`src/rtl/uart_pkg.sv`:
```
// Shared UART definitions: transmitter FSM states, data width and a helper
// that derives the baud divider from clock and baud rates.
package uart_pkg;

  localparam int UART_DATA_BITS = 8;

  // PARITY is always part of the encoding so that both builds share one type.
  typedef enum logic [2:0] {
    IDLE,
    START,
    DATA,
    PARITY,
    STOP
  } tx_state_t;

  // Clock cycles per bit, rounded to the nearest integer.
  function automatic int calc_baud_div(input int clk_hz, input int baud);
    return (clk_hz + baud / 2) / baud;
  endfunction

endpackage

```
`src/rtl/uart_fifo.sv`:
```
// Generic synchronous circular-buffer FIFO with a separate occupancy counter.
// Writes while full and reads while empty are ignored; the read port shows the
// head entry combinationally.
module uart_fifo #(
  parameter int WIDTH = 8,
  parameter int DEPTH = 4
) (
  input  logic                     clk_i,
  input  logic                     arstn_i,
  input  logic                     wr_en,
  input  logic [WIDTH-1:0]         wr_data,
  input  logic                     rd_en,
  output logic [WIDTH-1:0]         rd_data,
  output logic                     full,
  output logic                     empty,
  output logic [$clog2(DEPTH):0]   count
);

  localparam int AW = $clog2(DEPTH);
  localparam int CW = AW + 1;

  logic [WIDTH-1:0] mem [DEPTH];
  logic [AW-1:0]    wr_ptr;
  logic [AW-1:0]    rd_ptr;
  logic             do_wr;
  logic             do_rd;

  assign full    = (count == CW'(DEPTH));
  assign empty   = (count == '0);
  assign do_wr   = wr_en & ~full;
  assign do_rd   = rd_en & ~empty;
  assign rd_data = mem[rd_ptr];

  // Storage array: written on accepted writes only.
  // NOTE: the array has no reset; contents are don't-care until written, and
  // leaving it out lets it map onto plain flops or distributed RAM.
  always_ff @(posedge clk_i) begin
    if (do_wr) mem[wr_ptr] <= wr_data;
  end

  // Pointers wrap naturally because DEPTH is a power of two; count tracks fill.
  // NOTE: sequential state uses non-blocking assignments so every flop samples
  // the pre-edge values, independent of statement order.
  always_ff @(posedge clk_i or negedge arstn_i) begin
    if (!arstn_i) begin
      wr_ptr <= '0;
      rd_ptr <= '0;
      count  <= '0;
    end else begin
      if (do_wr) wr_ptr <= wr_ptr + AW'(1);
      if (do_rd) rd_ptr <= rd_ptr + AW'(1);
      case ({do_wr, do_rd})
        2'b10:   count <= count + CW'(1);
        2'b01:   count <= count - CW'(1);
        default: count <= count;
      endcase
    end
  end

endmodule

```
`src/rtl/uart_tx_fifo.sv`:
```
// Byte-oriented UART transmitter (8N1/8N2) fed by a small input FIFO.
// Define UART_TX_PARITY_EN to add a parity bit (even, or odd via parity_odd_i)
// between the data bits and the stop bit(s).
module uart_tx_fifo
  import uart_pkg::*;
#(
  parameter int BAUD_DIV   = 217,
  parameter int FIFO_DEPTH = 4,
  parameter int STOP_BITS  = 1
) (
  input  logic                          clk_i,
  input  logic                          arstn_i,
  input  logic                          tx_req_i,
  input  logic [7:0]                    tx_data_i,
`ifdef UART_TX_PARITY_EN
  input  logic                          parity_odd_i,
`endif
  output logic                          tx_ack_o,
  output logic                          tx_o,
  output logic                          busy_o,
  output logic                          fifo_full_o,
  output logic [$clog2(FIFO_DEPTH):0]   fifo_cnt_o
);

  tx_state_t   state;
  tx_state_t   state_nxt;
  logic [15:0] baud_cnt;
  logic [2:0]  bit_idx;
  logic [7:0]  shift_q;
  logic [7:0]  fifo_head;
  logic        fifo_empty;
  logic        pop;
  logic        step;
  logic        bit_end;
`ifdef UART_TX_PARITY_EN
  logic        parity_q;
`endif

  // A full FIFO refuses the write even if a pop happens in the same cycle.
  assign tx_ack_o = tx_req_i & ~fifo_full_o;
  assign busy_o   = (state != IDLE) | ~fifo_empty;
  assign bit_end  = (baud_cnt == 16'(BAUD_DIV - 1));

  uart_fifo #(
    .WIDTH (UART_DATA_BITS),
    .DEPTH (FIFO_DEPTH)
  ) u_fifo (
    .clk_i   (clk_i),
    .arstn_i (arstn_i),
    .wr_en   (tx_ack_o),
    .wr_data (tx_data_i),
    .rd_en   (pop),
    .rd_data (fifo_head),
    .full    (fifo_full_o),
    .empty   (fifo_empty),
    .count   (fifo_cnt_o)
  );

  // FSM state register.
  always_ff @(posedge clk_i or negedge arstn_i) begin
    if (!arstn_i) state <= IDLE;
    else          state <= state_nxt;
  end

  // Next-state logic; pop loads a new byte, step advances to the next bit
  // within DATA or STOP without leaving the state.
  // NOTE: every output gets a default first so no path through the case leaves
  // a signal unassigned, which would otherwise infer a latch.
  always_comb begin
    state_nxt = state;
    pop       = 1'b0;
    step      = 1'b0;
    case (state)
      IDLE: begin
        if (!fifo_empty) begin
          pop       = 1'b1;
          state_nxt = START;
        end
      end
      START: begin
        if (bit_end) state_nxt = DATA;
      end
      DATA: begin
        if (bit_end) begin
          if (bit_idx == 3'(UART_DATA_BITS - 1)) begin
`ifdef UART_TX_PARITY_EN
            state_nxt = PARITY;
`else
            state_nxt = STOP;
`endif
          end else begin
            step = 1'b1;
          end
        end
      end
`ifdef UART_TX_PARITY_EN
      PARITY: begin
        if (bit_end) state_nxt = STOP;
      end
`endif
      STOP: begin
        if (bit_end) begin
          if (bit_idx == 3'(STOP_BITS - 1)) begin
            // Back-to-back frames: go straight to START with no idle gap.
            if (!fifo_empty) begin
              pop       = 1'b1;
              state_nxt = START;
            end else begin
              state_nxt = IDLE;
            end
          end else begin
            step = 1'b1;
          end
        end
      end
      default: state_nxt = IDLE;
    endcase
  end

  // Baud counter, bit index and shift register; the counter restarts on
  // every state or bit change and is held at zero while idle.
  always_ff @(posedge clk_i or negedge arstn_i) begin
    if (!arstn_i) begin
      baud_cnt <= '0;
      bit_idx  <= '0;
      shift_q  <= '0;
`ifdef UART_TX_PARITY_EN
      parity_q <= 1'b0;
`endif
    end else begin
      if (state == IDLE || state_nxt != state || step) baud_cnt <= '0;
      else                                              baud_cnt <= baud_cnt + 16'd1;

      if (state_nxt != state) bit_idx <= '0;
      else if (step)          bit_idx <= bit_idx + 3'd1;

      if (pop) begin
        shift_q  <= fifo_head;
`ifdef UART_TX_PARITY_EN
        parity_q <= ^fifo_head;
`endif
      end else if (step && state == DATA) begin
        shift_q <= shift_q >> 1;
      end
    end
  end

  // Registered line driver; follows the FSM one cycle later, idles high.
  always_ff @(posedge clk_i or negedge arstn_i) begin
    if (!arstn_i) begin
      tx_o <= 1'b1;
    end else begin
      case (state)
        START:   tx_o <= 1'b0;
        DATA:    tx_o <= shift_q[0];
`ifdef UART_TX_PARITY_EN
        PARITY:  tx_o <= parity_q ^ parity_odd_i;
`endif
        default: tx_o <= 1'b1;
      endcase
    end
  end

endmodule
```
`config.mk`:
```
export PLATFORM = sky130hd
export DESIGN_NAME = uart_tx_fifo
export DESIGN_NICKNAME = d
export VERILOG_FILES = /design/src/rtl/uart_pkg.sv /design/src/rtl/uart_fifo.sv /design/src/rtl/uart_tx_fifo.sv
export SDC_FILE = /design/constraint.sdc
export NUM_CORES = 1
export LEC_CHECK = 0
export CAP_MARGIN = 20
export CORE_MARGIN = 3
export CORE_UTILIZATION = 30
export DETAILED_ROUTE_END_ITERATION = 8
export GPL_TIMING_DRIVEN = 0
export PLACE_DENSITY = 0.53
export SLEW_MARGIN = 20
export SYNTH_ARGS = -nofsm -noshare
export SYNTH_HDL_FRONTEND = slang
export SYNTH_SLANG_ARGS = --single-unit
```
`constraint.sdc`:
```
create_clock -name clk_i -period 8.5 [get_ports clk_i]
set_clock_uncertainty 0.15 [all_clocks]
set_input_delay 2.55 -clock clk_i [delete_from_list [all_inputs] [get_ports clk_i]]
set_output_delay 2.55 -clock clk_i [all_outputs]
set_load 0.02 [all_outputs]
```
# Word-level counts from Yosys, hierarchy flattened
# Memories as Yosys holds them, arrays and structs flattened.
# Index checks and enable logic that the tools add are counted.
[word_totals] n_memories=1 rom_bits=0 latch_bits=0 ram_bits=32 out_inout_bits=7 register_bits=38 word_cells=66
[mem_list] name="u_fifo.mem" words=4 width=8 rd=1 rd_clocked_by_memory_dff=0 wr=1 line="uart_fifo.sv:22" source="logic [WIDTH-1:0] mem [DEPTH];"
[op_classes] reduce_logical=10 mul=0 n_bitwise=6 n_addsub=6 shifts=0 mux=26 n_eq_ne=9 div_mod_pow=0 magnitude_cmp=0
[op_table] operator="2-to-1 mux 3 bit" count=8
[op_table] operator="adder 16 x 1 -> 16 bit, second input constant" count=1
[op_table] operator="equality test 16 x 8 -> 1 bit, second input constant" count=1
[op_table] operator="2-to-1 mux 16 bit" count=1
[op_table] operator="2-to-1 mux 8 bit" count=2
[op_table] operator="one-hot mux 3 bit (4 select lines)" count=1
[op_table] operator="2-to-1 mux 1 bit" count=10
[op_table] operator="equality test 3 bit, second input constant" count=3
[op_table] operator="zero test 3 bit" count=3
[op_table] operator="adder 3 x 1 -> 3 bit, second input constant" count=2
[op_table] operator="one-hot mux 1 bit (2 select lines)" count=3
[op_table] operator="one-hot mux 3 bit (2 select lines)" count=1
[op_table] operator="nonzero test 2 bit" count=3
[op_table] operator="adder 2 x 1 -> 2 bit, second input constant" count=2
[op_table] operator="bitwise AND 1 bit" count=3
[op_table] operator="equality test 3 x 1 -> 1 bit, second input constant" count=1
[op_table] operator="equality test 3 x 2 -> 1 bit, second input constant" count=1
[op_table] operator="inequality test 3 bit" count=1
[op_table] operator="nonzero test 3 bit" count=1
[op_table] operator="subtractor 3 x 1 -> 3 bit, second input constant" count=1
[op_table] operator="equality test 2 x 1 -> 1 bit, second input constant" count=1
[op_table] operator="equality test 2 bit, second input constant" count=1
[op_table] operator="logical OR 1 bit" count=2
[op_table] operator="inverter 1 bit" count=2
[op_table] operator="2 further kinds" count=2

# Logic depth before layout (Yosys ltp)
# Gate-level depths: netlist of the first run.
[depth] word_depth=9 mapped_depth=12 ltp_nobuf=12

# By module
# A second synthesis of the first run with hierarchy kept.
[hier_totals] hier_cells=242 area_unflattened_um2=3275.6
[by_module_without_submodules] mod="uart_tx_fifo" instances=1 cells_per_inst=163 seq_area_each_um2=777.0 area_each_um2=1682.9
[by_module_without_submodules] mod="uart_fifo" instances=1 cells_per_inst=79 seq_area_each_um2=1136.1 area_each_um2=1592.8

# Least setup slack after synthesis of the first run
# No wires, ideal clock.
[synth_path] kind="input -> output" from="in tx_req_i" to="out tx_ack_o" t_required_ns=5.800 arrival_time_ns=3.009 path_buffers=1 setup_slack_ns=2.791 path_stages=2 path_cell_list="nor2b_1 clkbuf_1"
[synth_via] elab_chain_len=1
[synth_rtl] item="start: declaration" line="uart_tx_fifo.sv:13" source="input logic tx_req_i,"
[synth_rtl] item="bitwise AND 1 bit" line="uart_tx_fifo.sv:40" source="assign tx_ack_o = tx_req_i & ~fifo_full_o;"
[synth_rtl] item="end: declaration" line="uart_tx_fifo.sv:18" source="output logic tx_ack_o,"
# No other way between the ends.

# Final worst setup path of the first run
# Ends and elaborated chain as after synthesis.

==> results of run 1 <==
==> metal layers <==
| metal | GRT usage (%) | wire (um) | up-vias |
|---|---|---|---|
| met1 | 13.6 | 2840 | 971 |
| met4 | 2.96 | 47 | 0 |
| met2 | 16.6 | 2940 | 27 |
| met5 | 0 | 0 | - |
| met3 | 4.00 | 204 | 6 |
| li1 | - | - | 960 |
==> power breakdown <==
part | switching, mW | internal, mW | leakage, nW
combinational | 0.107 | 0.0948 | 0.629
clock | 0.132 | 0.138 | 0.0931
sequential | 0.0434 | 0.423 | 0.776
total | 0.282 | 0.655 | 1.50
==> sequential cells by signal, indices dropped and copies added, names as in the netlist <==
register,flops
state,3
u_fifo.wr_ptr,2
u_fifo.mem,32
tx_o,1
baud_cnt,16
u_fifo.count,3
shift_q,8
u_fifo.rd_ptr,2
bit_idx,3
==> cells by family (layout without fill, tap and decap cells) <==
family | count (synthesis) | after routing | synth area share [%]
AO/OA/AOI/OAI | 22 | 22 | 5.12
XOR/XNOR | 21 | 21 | 5.62
adder cells (fa/ha/maj) | 11 | 11 | 4.43
buffers and inverters | 20 | 54 | 2.33
flip-flops | 70 | 70 | 58.4
multiplexers | 20 | 20 | 9.48
AND/OR/NAND/NOR | 86 | 86 | 14.6
==> area by class of cell <==
cell class              count  area, sq um  share of cell area [%]
plain buffers               7         27.5                   0.719
flip-flops and latches     70         1910                    50.0
well taps                 136          170                    4.45
clock inverters             6         71.3                    1.86
clock buffers              10          128                    3.33
multi-input cells         160         1280                    33.5
repair buffers             18          185                    4.84
inverters                  13         48.8                    1.27
==> final timing paths <==
| path | startpoint | end | slack, ns | depth (start not counted) |
|---|---|---|---|---|
| min reg2reg | shift_q[1]$_DFFE_PN0P_ | shift_q[0]$_DFFE_PN0P_ | 0.35 | 1 |
| max in group asynchronous | arstn_i | tx_o$_DFF_PN1_ | 5.79 | 2 |
| max | tx_req_i | tx_ack_o | 1.70 | 4 |
| min | shift_q[1]$_DFFE_PN0P_ | shift_q[0]$_DFFE_PN0P_ | 0.35 | 1 |
| max reg2reg | baud_cnt[9]$_DFF_PN0_ | u_fifo.count[2]$_DFFE_PN0P_ | 5.19 | 10 |
| min in group asynchronous | arstn_i | baud_cnt[0]$_DFF_PN0_ | 1.91 | 1 |
==> per-stage QoR <==
stage	hold slack (ns)	power, mW	utilization [%]	setup slack, ns
2_1_floorplan	0.317	0.603	-	2.79
3_3_place_gp	0.335	0.671	34.5	1.69
3_5_place_dp	0.342	0.681	34.7	1.70
4_1_cts	0.357	0.954	36.6	1.69
5_1_grt	0.381	1.00	36.6	1.60
6_report	0.350	0.937	36.6	1.70
==> layout by cell type (no fill, tap or decap), drive strengths merged, types with 2 or more instances in the layout <==
cell and count:
dfrtp 37, edfxtp 32, nor2 25, clkdlybuf4s50 16, inv 14, clkbuf 13
nand2 11, xnor2 11, xor2 10, ha 10, a21oi 10, nor3 9
mux4 8, mux2 8, nor2b 7, nand3 6, buf 6, and2 5
nand4 4, mux2i 4, nand2b 3, and3 3, o21ai 3, a221o 3
nor4 3, or3 2, and4 2, nor3b 2, clkinvlp 2, clkinv 2
or4 2
==> worst max-delay path: stages <==
cell and delay, ns:
clkdlybuf4s50_1 0.45, nor2b_1 0.12, clkbuf_1 0.30, clkdlybuf4s50_1 0.68
==> summary.md, run 1 <==
| Metric | Value |
|---|---|
| Status | `finished clean` |
| Setup Total Neg Slack | `0 ns` |
| Layout Nets | `about 300` |
| Seq/Total Area, Yosys | `between 50% and 60%` |
| Slew Viols, Final | `0` |
| Mapped cell area | `approximately 0.0033 sq mm` |
| CTS root buf | `clkbuf_8` |
| Synth Instances | `250` |
| Ys async rst share | `approximately 54%` |
| GRT Util Overall | `10.6%` |
| Clock-pin slew on the worst setup and hold paths | `around 0.08 ns` |
| Total core area | `around 0.010 sq mm` |
| Net count after synthesis | `between 200 and 300` |
| WL final | `between 6000 and 7000 um` |
| Crit path required time | `~5.8 ns` |
| Post-route DRC | `0` |
| Hold Crit Class | `reg2reg` |
| Setup-failing EPs final | `0` |
| Number of cells in the design after placement | `about 400` |
| Area leader, netlist | `edfxtp_1` |
| Mean Syn Cell Area | `13.1 sq um` |
| CTS Buf Count | `9` |
| YS warnings | `0` |
| Routed wire length per instance | `about 14 um` |
| Crit end category | `output port` |
| Clock Latency Late Sink | `around 0.34 ns` |
| Area added between synthesis and finish | `16.9%` |
| Fmax | `roughly 0.15 GHz` |
| TritonCTS clock tree | `done` |
| Synth Register Bits | `70` |
| Number of synthesized flops with an enable pin | `32` |
| Crit path time final | `between 6 and 7 ns` |
| Post-CTS Setup Bufs | `0` |
| Total gr overflow | `0` |
| Initial antenna violation count | `0` |
| Vias in the first global route | `2112` |
| Critical path data arrival time | `around 4.1 ns` |
| Port bufs | `17` |
| Row cnt | `37` |
| Unrepaired setup endpoints after global routing | `no` |
| Post-CTS Resized | `0` |
| CTS Hold Buffers Added | `0` |
| Final Hold Viols | `0` |
| Diode count | `0` |
| Lkg Pwr | `1.50 nW` |
| DP Area | `around 0.0036 sq mm` |
| PwrDens | `approximately 240 mW/mm^2` |
| Top-Level Pins | `18` |
| Fillers | `between 1000 and 1500` |
| Crit Path Max Fanout | `9` |
| Worst-Margin Slew | `0.793 ns` |
| Max VDD drop | `0.103 mV` |
| Vias | `1964` |
| Synth top area share | `between 20 and 30%` |
| Post-route ant nets | `0` |
| DP Wirelength | `around 4000 um` |
| Post-synth cell types | `43` |
| Post-route cell area | `between 0.003 and 0.004 sq mm` |
| MaxCap Viol Count | `0` |
| Non-Filler Instances | `420` |
| Max-slew headroom | `47.1%` |
| Most common cell in the synthesized netlist | `dfrtp_1` |
| H-tree depth | `3` |
| Die area | `around 0.012 sq mm` |
| 1st-iter DRT viols | `66` |
| Post-synth top cells | `dfrtp_1, edfxtp_1, nor2_1` |
| Period utilisation layout | `around four fifths` |
| Main synth FF type | `dfrtp_1` |
| CTS max path bufs | `2` |
| Share of cells above drive strength 1 | `between 10 and 15%` |
| First drt pass iteration count | `4` |
| CP Launch Type | `primary input` |
| Die Ht | `110 um` |
| Largest net degree at the start of global routing | `31` |
| Number of vias per cell | `4.68` |
| Starting Density | `between 30% and 40%` |
| Clk sinks | `70` |
| Worst Setup Path Type | `in2out` |
| First-pass GRT wire length | `between 10000 and 15000 um` |
| Die W | `about 110 um` |
| Top cells by area, synth | `edfxtp_1, dfrtp_1, mux4_2` |
| GP Congestion | `between 0.7 and 0.8` |
(Power assumes the default switching activity.)
==> run 2: changes to the inputs <==
Clock period 8.5 ns to 7 ns, I/O delays scaled along.
==> results of run 2 <==
The final DEF is identical to that of run 1. Status: finished clean.
Main changes from that run: setup slack after placement 1.70 ns -> 1.10 ns; setup slack after layout 1.70 ns -> 1.10 ns; register-to-register setup slack 5.19 ns -> 3.69 ns; total power 0.937 mW -> 1.14 mW; worst IR drop on VDD 0.103 mV -> 0.125 mV
==> run 3: changes to the inputs <==
Settings changed: PLACE_DENSITY 0.53 to 0.54.
Clock period 7 ns to 5.4 ns, I/O delays scaled along.
==> summary.md, run 3 (synthesis results as in run 1) <==
| Metric | Value |
|---|---|
| Status | `finished clean` |
| Diode count | `0 (unchanged)` |
| Clk sinks | `70 (unchanged)` |
| Fmax | `between 0.2 and 0.25 GHz` |
| Area added between synthesis and finish | `16.9% (about the same)` |
| WL final | `5790 um (-4.0%)` |
| Routed wire length per instance | `13.8 um (-4.0%)` |
| Post-route cell area | `0.00383 sq mm (about the same)` |
| Layout Nets | `301 (unchanged)` |
| Total gr overflow | `0 (unchanged)` |
| First drt pass iteration count | `4 (unchanged)` |
| Post-CTS Setup Bufs | `0 (unchanged)` |
| CP Buf/Inv Count | `3 (unchanged)` |
| Top-Level Pins | `18 (unchanged)` |
| Final Hold Viols | `0 (unchanged)` |
| CTS Buf Count | `9 (unchanged)` |
| GRT Util Overall | `10.2% (-0.32 points)` |
| GP Congestion | `0.729 (+3.3%)` |
| DP Wirelength | `3930 um (-4.4%)` |
| Reg2Reg Depth | `10 (unchanged)` |
| Row cnt | `37 (unchanged)` |
| CTS Hold Buffers Added | `0 (unchanged)` |
| CTS root buf | `clkbuf_8` |
| Largest net degree at the start of global routing | `31 (unchanged)` |
| Flop-to-flop setup slack | `~2.2 ns` |
| DP Area | `0.00363 sq mm (unchanged)` |
| Initial antenna violation count | `0 (unchanged)` |
| Critical path data arrival time | `approximately 3.2 ns` |
| Post-route ant nets | `0 (unchanged)` |
| R2r startpoint | `baud_cnt[9]$_DFF_PN0_` |
| R2R Path End | `u_fifo.count[2]$_DFFE_PN0P_` |
| Vias in the first global route | `2034 (-3.7%)` |
| Commonest non-fill, non-tap cell in the layout | `dfrtp_1` |
| Die W | `110 um (unchanged)` |
| Setup-failing EPs final | `0 (unchanged)` |
| Crit Path Max Fanout | `9 (unchanged)` |
| Share of cells above drive strength 1 | `15.1% (+0.35 points)` |
| Hold Crit Class | `reg2reg` |
| Post-CTS Resized | `0 (unchanged)` |
| First-pass GRT wire length | `10000 um (-3.5%)` |
| MaxCap Viol Count | `0 (unchanged)` |
| Worst Setup Path Type | `in2out` |
| Clock-pin slew on the worst setup and hold paths | `0.08 ns (about the same)` |
| Critical path's top delay family | `buffers and inverters` |
| Die Ht | `110 um (unchanged)` |
| 1st-iter DRT viols | `69 (+4.5%)` |
| CTS max path bufs | `2 (unchanged)` |
| CP Launch Type | `primary input` |
| Unrepaired setup endpoints after global routing | `no` |
| Die area | `0.0122 sq mm (unchanged)` |
| Worst-Margin Slew | `0.802 ns (+0.00893 ns)` |
| Post-route DRC | `0 (unchanged)` |
| TritonCTS clock tree | `done` |
| Most frequent cells in the layout | `dfrtp_1, edfxtp_1, nor2_1, clkdlybuf4s50_1, inv_1` |
| PwrDens | `about 380 mW/mm^2` |
| Crit end category | `output port` |
| Cell count of the worst hold path | `1 (unchanged)` |
| Worst Hold End | `shift_q[3]$_DFFE_PN0P_` |
| Port bufs | `17 (unchanged)` |
| Max FFs per register | `32 (unchanged)` |
| Setup Total Neg Slack | `0 ns (unchanged)` |
| Biggest register | `u_fifo.mem` |
| Crit path top cell by count | `clkdlybuf4s50_1` |
| Max-slew headroom | `46.5% (-0.60 points)` |
| Max VDD drop | `0.222 mV` |
| Top flop regs | `u_fifo.mem x32, baud_cnt x16, shift_q x8` |
| Number of vias per cell | `4.63 (-1.0%)` |
| Starting Density | `31.3% (unchanged)` |
| Lkg Pwr | `1.50 nW (+0.43%)` |
| Crit path required time | `3.63 ns` |
| Slowest stage delay, CP | `0.67 ns (about the same)` |
| Period utilisation layout | `about nine tenths` |
| HP Start | `shift_q[3]$_DFFE_PN0P_` |
| Clock Latency Late Sink | `0.35 ns (about the same)` |
| H-tree depth | `3 (unchanged)` |
| Total core area | `0.0105 sq mm (unchanged)` |
| Crit path time final | `about 5 ns` |
| Slew Viols, Final | `0 (unchanged)` |
| Slowest-stage cell, CP | `clkdlybuf4s50_1` |
| Vias | `1944 (-1.0%)` |
| Worst-path cell chain | `clkdlybuf4s50_1 > nor2b_1 > clkbuf_1 > clkdlybuf4s50_1` |
## run 3: changes by cell type in the layout (fill, tap and decap cells not counted), sizes merged
| cell | previous run | this run |
|---|---|---|
| clkbuf | 13 | 12 |
| clkinv | 2 | 4 |
| clkinvlp | 2 | 1 |
## run 3: power by group
part           switching [mW]  total, mW  internal [mW]  leakage (nW)
clock network           0.204      0.418          0.214        0.0996
registers              0.0652      0.731          0.666         0.776
logic                   0.165      0.315          0.149         0.629
## run 3: layout make-up
class | count | area, sq um
Inverter | 13 | 48.8
Buffer | 7 | 27.5
Tap cell | 136 | 170
Timing Repair Buffer | 18 | 185
Sequential cell | 70 | 1910
Multi-Input combinational cell | 160 | 1280
Fill cell | 1040 | 6640
Clock inverter | 7 | 73.8
Clock buffer | 9 | 124
## run 3: worst max path at each step
stage / from / endpoint / slack, ns / cells after the start
floorplan: tx_req_i / tx_ack_o / 1.55 / 2
finish: tx_req_i / tx_ack_o / 0.48 / 4
global route: tx_req_i / tx_ack_o / 0.35 / 4
CTS: tx_req_i / tx_ack_o / 0.45 / 4
detailed placement: tx_req_i / tx_ack_o / 0.45 / 4
global placement: tx_req_i / tx_ack_o / 0.48 / 4
## run 3: per-stage QoR
stage	instances	power, mW	util, %	hold WS (ns)	setup WS [ns]
floorplan	250	0.950	-	0.317	1.55
global placement	403	1.06	34.5	0.337	0.477
detailed placement	404	1.06	34.7	0.344	0.451
CTS	420	1.49	36.6	0.359	0.446
global route	420	1.56	36.6	0.386	0.354
finish	420	1.46	36.6	0.359	0.480
## run 3: worst reg2reg max path, cell delays in order (launching register included)
cell	delay, ns
dfrtp_1	0.44
or4_4	0.57
nor4_4	0.55
a21oi_2	0.30
inv_1	0.15
ha_1	0.19
inv_1	0.06
fa_1	0.37
xor2_1	0.15
nor2_1	0.11
xor2_1	0.15
## run 3: metal layers
metal  part of all wire [%]  vias up  wire [um]  GRT usage, %
met5                      0        -          0             0
met4                    1.3        0         76          4.11
met3                    4.1        8        237          4.00
met2                     46       31       2670          15.7
met1                     48      945       2810          13.0
li1                       -      960          -             -
